## config.mk

```make
export PLATFORM = sky130hd
export DESIGN_NAME = collision_detector
export DESIGN_NICKNAME = d
export VERILOG_FILES = /design/src/rtl/game_pkg.sv /design/src/rtl/popcount_adder.sv /design/src/rtl/collision_detector.sv
export SDC_FILE = /design/constraint.sdc
export NUM_CORES = 1
export LEC_CHECK = 0
export BUFFER_PORTS_ARGS = -buffer_cell sky130_fd_sc_hd__clkbuf_2
export CORE_MARGIN = 3
export CORE_UTILIZATION = 35
export CTS_BUF_LIST = sky130_fd_sc_hd__clkbuf_2 sky130_fd_sc_hd__clkbuf_4 sky130_fd_sc_hd__clkbuf_8
export CTS_CLUSTER_SIZE = 30
export DETAILED_ROUTE_END_ITERATION = 12
export PLACE_DENSITY = 0.56
export SYNTH_ARGS = -nofsm -noshare
export SYNTH_HDL_FRONTEND = slang
export SYNTH_SLANG_ARGS = --single-unit
```

## constraint.sdc

```tcl
create_clock -name clk -period 9.2 [get_ports clk]
set_input_delay 1.84 -clock clk [delete_from_list [all_inputs] [get_ports clk]]
set_output_delay 1.84 -clock clk [all_outputs]
set_load 0.005 [all_outputs]
```

## src/rtl/game_pkg.sv

```systemverilog
// Shared game definitions used by the collision detector and its helpers.
// Contents:
//   FRAME_HZ       - display frame rate, used to size time-based defaults
//   TORPEDOS_DEF   - default number of torpedo units
//   ASTEROIDS_DEF  - default number of asteroid units
//   coll_state_t   - collision detector state: GRACE (hits ignored) or ACTIVE
package game_pkg;

  localparam int FRAME_HZ      = 60;
  localparam int TORPEDOS_DEF  = 2;
  localparam int ASTEROIDS_DEF = 8;

  typedef enum logic {
    GRACE  = 1'b0,
    ACTIVE = 1'b1
  } coll_state_t;

endpackage

```

## src/rtl/popcount_adder.sv

```systemverilog
// Score update helper: counts the asteroids hit in this pulse, multiplies by
// the per-asteroid points and adds the result to the current score. The sum
// is formed four bits wider than the score so it cannot wrap, then clamped
// to SCORE_MAX.
// Ports:
//   hits       in  ASTEROIDS  asteroid hit pulse vector
//   score_in   in  SCORE_W    current score
//   score_out  out SCORE_W    saturated updated score
module popcount_adder #(
  parameter int ASTEROIDS = 8,
  parameter int POINTS    = 10,
  parameter int SCORE_MAX = 9990,
  parameter int SCORE_W   = 14
) (
  input  logic [ASTEROIDS-1:0] hits,
  input  logic [SCORE_W-1:0]   score_in,
  output logic [SCORE_W-1:0]   score_out
);

  localparam int                SUM_W    = SCORE_W + 4;
  localparam logic [SUM_W-1:0]  POINTS_W = SUM_W'(POINTS);
  localparam logic [SUM_W-1:0]  MAX_W    = SUM_W'(SCORE_MAX);

  logic [SUM_W-1:0] count;
  logic [SUM_W-1:0] sum;

  // NOTE: combinational blocks use blocking '=' so the running count is
  // updated in place on each loop iteration.
  always_comb begin
    count = '0;
    for (int j = 0; j < ASTEROIDS; j++) begin
      count = count + SUM_W'(hits[j]);
    end
    sum       = SUM_W'(score_in) + count * POINTS_W;
    score_out = (sum > MAX_W) ? MAX_W[SCORE_W-1:0] : sum[SCORE_W-1:0];
  end

endmodule

```

## src/rtl/collision_detector.sv

```systemverilog
// Pixel-level collision detector for the sprite chain. Draw strobes of the
// torpedo, asteroid and ship drawers are registered, combined into a hit
// matrix and OR-accumulated over a frame. At vsync the accumulated hits are
// emitted as one-cycle pulses (suppressed during the grace period), the
// score is advanced one cycle later, and the grace/active state is updated.
// Ports:
//   clk                in  pixel clock
//   resetN             in  asynchronous active-low reset
//   vsync              in  one-cycle frame pulse
//   new_game           in  one-cycle pulse: clear score, enter grace period
//   ship_shield        in  level, suppresses ship_hit
//   torpedo_draw       in  per-torpedo Draw strobe
//   asteroid_draw      in  per-asteroid Draw strobe
//   ship_draw          in  ship Draw strobe
//   torpedo_collision  out per-torpedo pulse: hit an asteroid last frame
//   asteroid_hit       out per-asteroid pulse: hit by a torpedo last frame
//   ship_hit           out pulse: ship overlapped an asteroid last frame
//   score              out binary score, saturating
//   active             out high while collisions are being reported
module collision_detector
  import game_pkg::*;
#(
  parameter int TORPEDOS     = TORPEDOS_DEF,
  parameter int ASTEROIDS    = ASTEROIDS_DEF,
  parameter int GRACE_FRAMES = 2 * FRAME_HZ,
  parameter int POINTS       = 10,
  parameter int SCORE_MAX    = 9990,
  parameter int SCORE_W      = 14
) (
  input  logic                 clk,
  input  logic                 resetN,
  input  logic                 vsync,
  input  logic                 new_game,
  input  logic                 ship_shield,
  input  logic [TORPEDOS-1:0]  torpedo_draw,
  input  logic [ASTEROIDS-1:0] asteroid_draw,
  input  logic                 ship_draw,
  output logic [TORPEDOS-1:0]  torpedo_collision,
  output logic [ASTEROIDS-1:0] asteroid_hit,
  output logic                 ship_hit,
  output logic [SCORE_W-1:0]   score,
  output logic                 active
);

  localparam int              GC_W       = $clog2(GRACE_FRAMES + 1);
  localparam logic [GC_W-1:0] GRACE_LOAD = GC_W'(GRACE_FRAMES);

  // Stage 1: registered draw strobes
  logic [TORPEDOS-1:0]  td_q;
  logic [ASTEROIDS-1:0] ad_q;
  logic                 sd_q;

  // NOTE: clocked state is assigned with non-blocking '<=' so every register
  // samples the pre-edge values of the others.
  always_ff @(posedge clk or negedge resetN) begin
    if (!resetN) begin
      td_q <= '0;
      ad_q <= '0;
      sd_q <= 1'b0;
    end else begin
      td_q <= torpedo_draw;
      ad_q <= asteroid_draw;
      sd_q <= ship_draw;
    end
  end

  // Stage 2: hit matrix reduced per row/column. A torpedo is hit when it
  // overlaps any asteroid; an asteroid is hit when any torpedo overlaps it.
  logic [TORPEDOS-1:0]  t_hit;
  logic [ASTEROIDS-1:0] a_hit;
  logic                 s_hit;

  assign t_hit = (|ad_q) ? td_q : '0;
  assign a_hit = (|td_q) ? ad_q : '0;
  assign s_hit = sd_q & (|ad_q);

  // Frame accumulators. At vsync they restart from the current matrix value
  // rather than zero so a hit in flight on the boundary lands in the new frame.
  logic [TORPEDOS-1:0]  t_acc;
  logic [ASTEROIDS-1:0] a_acc;
  logic                 s_acc;

  always_ff @(posedge clk or negedge resetN) begin
    if (!resetN) begin
      t_acc <= '0;
      a_acc <= '0;
      s_acc <= 1'b0;
    end else if (new_game) begin
      t_acc <= '0;
      a_acc <= '0;
      s_acc <= 1'b0;
    end else if (vsync) begin
      t_acc <= t_hit;
      a_acc <= a_hit;
      s_acc <= s_hit;
    end else begin
      t_acc <= t_acc | t_hit;
      a_acc <= a_acc | a_hit;
      s_acc <= s_acc | s_hit;
    end
  end

  // Grace / active state machine
  coll_state_t      state, state_d;
  logic [GC_W-1:0]  grace_cnt, grace_cnt_d;
  logic             pulse_en;
  logic             ship_pulse;

  always_ff @(posedge clk or negedge resetN) begin
    if (!resetN) begin
      state     <= GRACE;
      grace_cnt <= GRACE_LOAD;
    end else begin
      state     <= state_d;
      grace_cnt <= grace_cnt_d;
    end
  end

  // NOTE: every signal written here gets a default first so no path can
  // leave it unassigned and infer a latch.
  always_comb begin
    state_d     = state;
    grace_cnt_d = grace_cnt;
    pulse_en    = 1'b0;
    ship_pulse  = 1'b0;
    if (new_game) begin
      state_d     = GRACE;
      grace_cnt_d = GRACE_LOAD;
    end else if (vsync) begin
      unique case (state)
        GRACE: begin
          // The vsync that ends the grace period still reports nothing.
          if (grace_cnt == GC_W'(1)) begin
            state_d = ACTIVE;
          end else begin
            grace_cnt_d = grace_cnt - 1'b1;
          end
        end
        ACTIVE: begin
          pulse_en   = 1'b1;
          ship_pulse = s_acc & ~ship_shield;
          if (ship_pulse) begin
            state_d     = GRACE;
            grace_cnt_d = GRACE_LOAD;
          end
        end
      endcase
    end
  end

  // Score update from the previous cycle's asteroid pulses
  logic [SCORE_W-1:0] score_next;

  popcount_adder #(
    .ASTEROIDS (ASTEROIDS),
    .POINTS    (POINTS),
    .SCORE_MAX (SCORE_MAX),
    .SCORE_W   (SCORE_W)
  ) u_popcount_adder (
    .hits      (asteroid_hit),
    .score_in  (score),
    .score_out (score_next)
  );

  always_ff @(posedge clk or negedge resetN) begin
    if (!resetN) begin
      torpedo_collision <= '0;
      asteroid_hit      <= '0;
      ship_hit          <= 1'b0;
      score             <= '0;
    end else begin
      torpedo_collision <= pulse_en ? t_acc : '0;
      asteroid_hit      <= pulse_en ? a_acc : '0;
      ship_hit          <= ship_pulse;
      score             <= new_game ? '0 : score_next;
    end
  end

  assign active = (state == ACTIVE);

endmodule

```

Word-level counts from Yosys, hierarchy flattened:

Cells that the tools add are included.

* equal/unequal tests: 3
* multipliers: 1
* bitwise logic cells: 7
* muxes and demuxes: 28
* magnitude comparators: 1
* $add $sub $neg: 9
* reduce and logical (&&, ||, !) cells: 4

Operators by type and width (count)
* adder 18 x 1 -> 18 bit: 6
* two-way mux 8 bit: 4
* two-way mux 14 bit: 2
* two-way mux 7 bit: 4
* adder 14 x 18 -> 18 bit: 1
* greater-than comparator 18 x 14 -> 1 bit (second input constant): 1
* multiplier 18 x 3 -> 17 bit (second input constant): 1
* one-hot mux 7 bit (2 select lines): 1
* two-way mux 1 bit: 12
* two-way mux 2 bit: 4
* OR 8 bit: 1
* OR reduction 8 bit: 1
* equality test 7 x 1 -> 1 bit (second input constant): 1
* subtractor 7 x 1 -> 7 bit (second input constant): 1
* != test 3 x 2 -> 1 bit (second input constant): 1
* != test 3 bit (second input constant): 1
* AND reduction 3 bit: 1
* adder 1 x 1 -> 2 bit: 1
* AND 1 bit: 2
* inverter 1 bit: 2
* OR 2 bit: 1
* one-hot mux 1 bit (2 select lines): 1
* nonzero test 2 bit: 1
* OR reduction 2 bit: 1
* OR 1 bit: 1

* word-level logic and storage cells: 65
* output and inout port bits: 26
* flip-flop bits (word level): 55
* input port bits: 16

Depth between registers and ports, before layout:

* depth after elaboration: 12
* mapped depth: 23

By module:

A second synthesis with hierarchy kept.

* cell total of the unflattened synthesis: 258
* area total of the unflattened synthesis: 2852.7 um^2

By module, submodules not included
* collision_detector: cells each 141, area each 1981.9 um^2, instances 1, seq. area each 1381.3 um^2
* popcount_adder: cells each 117, area each 870.8 um^2, instances 1, seq. area each 0.0 um^2

Worst setup path before layout:

No wires, ideal clock.

* path type: register to register
* start point: reg asteroid_hit[0]
* end point: reg score[3]
* setup time: 0.120 ns
* data arrival time: 5.219 ns
* buffers on the path: 1
* slack: 3.861 ns
* period minus slack after synthesis: 5.339 ns
* cell stages (with the launch flop): 22
* cells stage by stage: dfrtp_1 ha_1 inv_1 fa_1 fa_1 fa_1 fa_1 inv_1 ha_1 ha_1 ha_1 a21oi_1 xor2_1 ha_1 buf_2 nand2_1 a211oi_2 o311a_4 a31o_2 o21ai_2 o31a_4 and4_1

* longest elaborated chain between the ends: 12

Ends and longest elaborated chain
* start: declaration: line collision_detector.sv:39 `output logic [ASTEROIDS-1:0] asteroid_hit,`
* start signal: assignment: line collision_detector.sv:173 `asteroid_hit <= pulse_en ? a_acc : '0;`
* adder 1 x 1 -> 2 bit *: line popcount_adder.sv:32 `count = count + SUM_W'(hits[j]);`
* adder 18 x 1 -> 18 bit * (6 in series): line popcount_adder.sv:32
* multiplier 18 x 3 -> 17 bit *: line popcount_adder.sv:34 `sum = SUM_W'(score_in) + count * POINTS_W;`
* adder 14 x 18 -> 18 bit *: line popcount_adder.sv:34
* greater-than comparator 18 x 14 -> 1 bit: line popcount_adder.sv:35 `score_out = (sum > MAX_W) ? MAX_W[SCORE_W-1:0] : sum[SCORE_W-1:0];`
* two-way mux 14 bit *: line popcount_adder.sv:35
* two-way mux 14 bit *: line collision_detector.sv:175 `score <= new_game ? '0 : score_next;`
* end signal: assignment: line collision_detector.sv:175
* end: declaration: line collision_detector.sv:41 `output logic [SCORE_W-1:0] score,`

Every way passes the cells marked *; elsewhere a longest branch is shown, timed or not.
A chain may end at the register's enable or synchronous reset.

Worst setup path in the final report:

* start point: reg asteroid_hit[1]
* end point: reg score[5]

The elaborated chain is that of the path after synthesis.

==> impl_metrics.py <==
metrics = {
    "global_route": {
        "grt_pass1_wl_mm": 8.69,
        "grt.total_usage_pct": 12.6,
        "grt_max_degree": 55,
        "antenna_found_initial": 0,
        "first_global_vias": 1878,
        "grt_remaining_overflow": 0,
    },
    "pwr": {
        "ir_worst_vdd_mv": 0.0810,
        "p_leak_nw": 1.56,
        "power.density_nw_per_um2": 143,
        "power_w": 0.000450,
    },
    "layout": {
        "regArea_um2": 1360,
        "layout.cells.non_filler": 395,
        "area_delta_synth_final_pct": 14.5,
        "final_nets": 332,
        "fillers": 751,
        "final_core_util_pct": 42.2,
        "multiInputGateArea_um2": 1280,
        "drive_gt1_share_pct": 21.6,
        "diodes": 0,
    },
    "synth": {
        "synth-seq-area-share_pct": 49.4,
        "synth-edff-count": 0,
        "synth_flop_cell": "dfrtp_1",
        "synthArstFlopShare_pct": 100,
        "netlist_instances": 253,
        "syn_area_per_cell_um2": 10.9,
        "netlist.area_leader.share_pct": 45.5,
        "synth_top_area_cell": "dfrtp_1",
        "yosysUniqueCellTypes": 51,
        "synth_top_cells_by_count": "50 x dfrtp_1, 23 x inv_1, 20 x nor2_1, 16 x a21oi_1, 16 x ha_1",
        "synth_warnings": 0,
        "yosys.cell_count.top_type": "dfrtp_1",
        "synth.area.top_cells": "dfrtp_1 46%, ha_1 7.3%, dfstp_2 3.8%, fa_1 3.6%, a22o_1 3.5%",
        "synth_area_um2": 2750,
        "ys_seq_elements": 54,
        "synth_nets": 290,
    },
    "cts": {
        "postCtsSetupBuffers": 0,
        "clk_pin_slew_worst_paths_ns": 0.10,
        "cts_resized": 0,
        "clockBufferDepth": 2,
        "clk_latency_ns": 0.31,
        "cts_htree_levels": 2,
        "cts_buffers": 5,
        "cts_tree": "done",
        "numClockSinks": 54,
        "cts_hold_buffers": 0,
        "cts-root-buf": "clkbuf_8",
    },
    "die": {
        "rows": 31,
        "initial_core_util_pct": 36.9,
        "die_h_um": 94.6,
        "io_pins": 42,
        "die_x_um": 94.6,
        "die_area_um2": 8950,
        "core_um2": 7450,
    },
    "place": {
        "pre_cts_ws_ns": 3.54,
        "port-buffer-count": 40,
        "hpwl_mm": 4.09,
        "placedCellCount": 387,
        "gp_congestion": 0.873,
    },
    "route": {
        "ant_nets": 0,
        "via_per_inst": 4.83,
        "drc": 0,
        "wire_per_inst_um": 13.2,
        "drt-initial-drc-count": 28,
        "vias": 1909,
        "routed_wl_mm": 5.22,
        "first_pass_iters": 4,
    },
    "sta": {
        "drv_slew": 0,
        "setup_viol": 0,
        "max_freq_mhz": 176,
        "fin_ws_ns": 3.52,
        "fin_crit_sh_pct": 61.7,
        "tns_ns": 0,
        "relSlewSlack_pct": 56.2,
        "period_needed_ns": 5.68,
        "clock_skew_ns": 0.00722,
        "worstMarginPinSlew_ns": 0.657,
        "rsz0062_at_grt": "false",
        "hold_violations": 0,
    },
    "flow_run": {
        "max-cap-violations": 0,
    },
    "setup_path": {
        "required_ns": 9.39,
        "critical_path_class": "reg -> reg",
        "crit_path_end_kind": "register",
        "cp-start-kind": "register",
        "worstPathArrival_ns": 5.86,
        "cp_max_fo": 8,
    },
    "status": {
        "status": "finished, final reports clean",
    },
    "min_path": {
        "hold_class": "reg -> reg",
    },
}
-- final cells by class --
class,instances,share of cell area [%]
multi-input cells,170,40.6
clock buffers,5,2.19
inverters,23,2.74
clock inverters,3,0.835
flip-flops and latches,54,43.1
repair buffers,41,6.60
well taps,99,3.94
-- cell families (layout without fill, tap and decap cells) --
kind of cell	count (synthesis)	in the layout	synth area share, %
AOI/OAI and AO/OA	62	62	16.8
xor gates and xnor gates	11	11	3.51
adders and majority gates	21	21	10.9
buffers and inverters	29	72	4.19
DFF	54	54	49.4
muxes	1	1	0.820
other	1	1	0.136
and+or+nand+nor	74	74	14.3
-- metal layers --
layer	share of wire, %	GRT usage, %
met1	47	16.5
met2	48	20.3
met3	4.0	3.35
met5	0	0
met4	0.96	3.73
-- report_power, final --
group | switching, W | internal [W] | total [W]
sequential | 0.0000119 | 0.000254 | 0.000266
clock | 0.0000821 | 0.0000561 | 0.000138
combinational | 0.0000249 | 0.0000210 | 0.0000459
-- flip-flops by register name, indices dropped and copies added, names as in the netlist, 2 cells and up --
signal	count
torpedo_collision	2
td_q	2
a_acc	8
grace_cnt	7
ad_q	8
t_acc	2
score	13
asteroid_hit	8
-- path summary, 6_finish.rpt --
path	start	end	slack, ns	depth (start not counted)
max reg2reg	asteroid_hit[1]	score[5]	3.52	20
min	sd_q	s_acc	0.48	1
max in group asynchronous	resetN	asteroid_hit[2]	7.12	2
min reg2reg	sd_q	s_acc	0.48	1
min in group asynchronous	resetN	score[6]	1.62	2
max	asteroid_hit[1]	score[5]	3.52	20
-- through the flow --
step / hold WS [ns] / instance area, um2
2_1_floorplan: 0.443 / 2750
3_3_place_gp: 0.449 / 3050
3_5_place_dp: 0.452 / 3050
4_1_cts: 0.481 / 3150
5_1_grt: 0.511 / 3150
6_report: 0.476 / 3150
-- layout by cell type (no fill, tap or decap), types with 2 or more instances in the layout --
master / instances
nor4_1: 2
a21oi_1: 16
and3_1: 2
a211oi_1: 4
nand3_1: 4
a31oi_1: 2
ha_1: 16
inv_1: 23
xnor2_1: 4
nor2b_1: 2
dfstp_2: 4
a21o_1: 4
fa_1: 5
nand3b_1: 3
inv_6: 2
nand2b_1: 5
nand2_1: 9
nor3_1: 8
xor2_1: 7
and2_1: 11
o21ai_0: 10
a22o_1: 11
clkbuf_8: 5
dfrtp_1: 50
clkbuf_2: 40
nor2_1: 20
-- worst max-delay path, cell delays in order (launching register included) --
cell	delay, ns
dfrtp_1	0.39
ha_1	0.27
inv_1	0.04
fa_1	0.49
fa_1	0.43
fa_1	0.42
fa_1	0.39
xnor2_1	0.42
ha_1	0.24
ha_1	0.19
ha_1	0.15
a21oi_1	0.04
xor2_1	0.16
ha_1	0.43
nand2_1	0.10
a211oi_2	0.29
o311a_4	0.26
a31o_2	0.16
o21ai_2	0.07
o311ai_2	0.49
nor2_1	0.10
(Power assumes the default switching activity.)
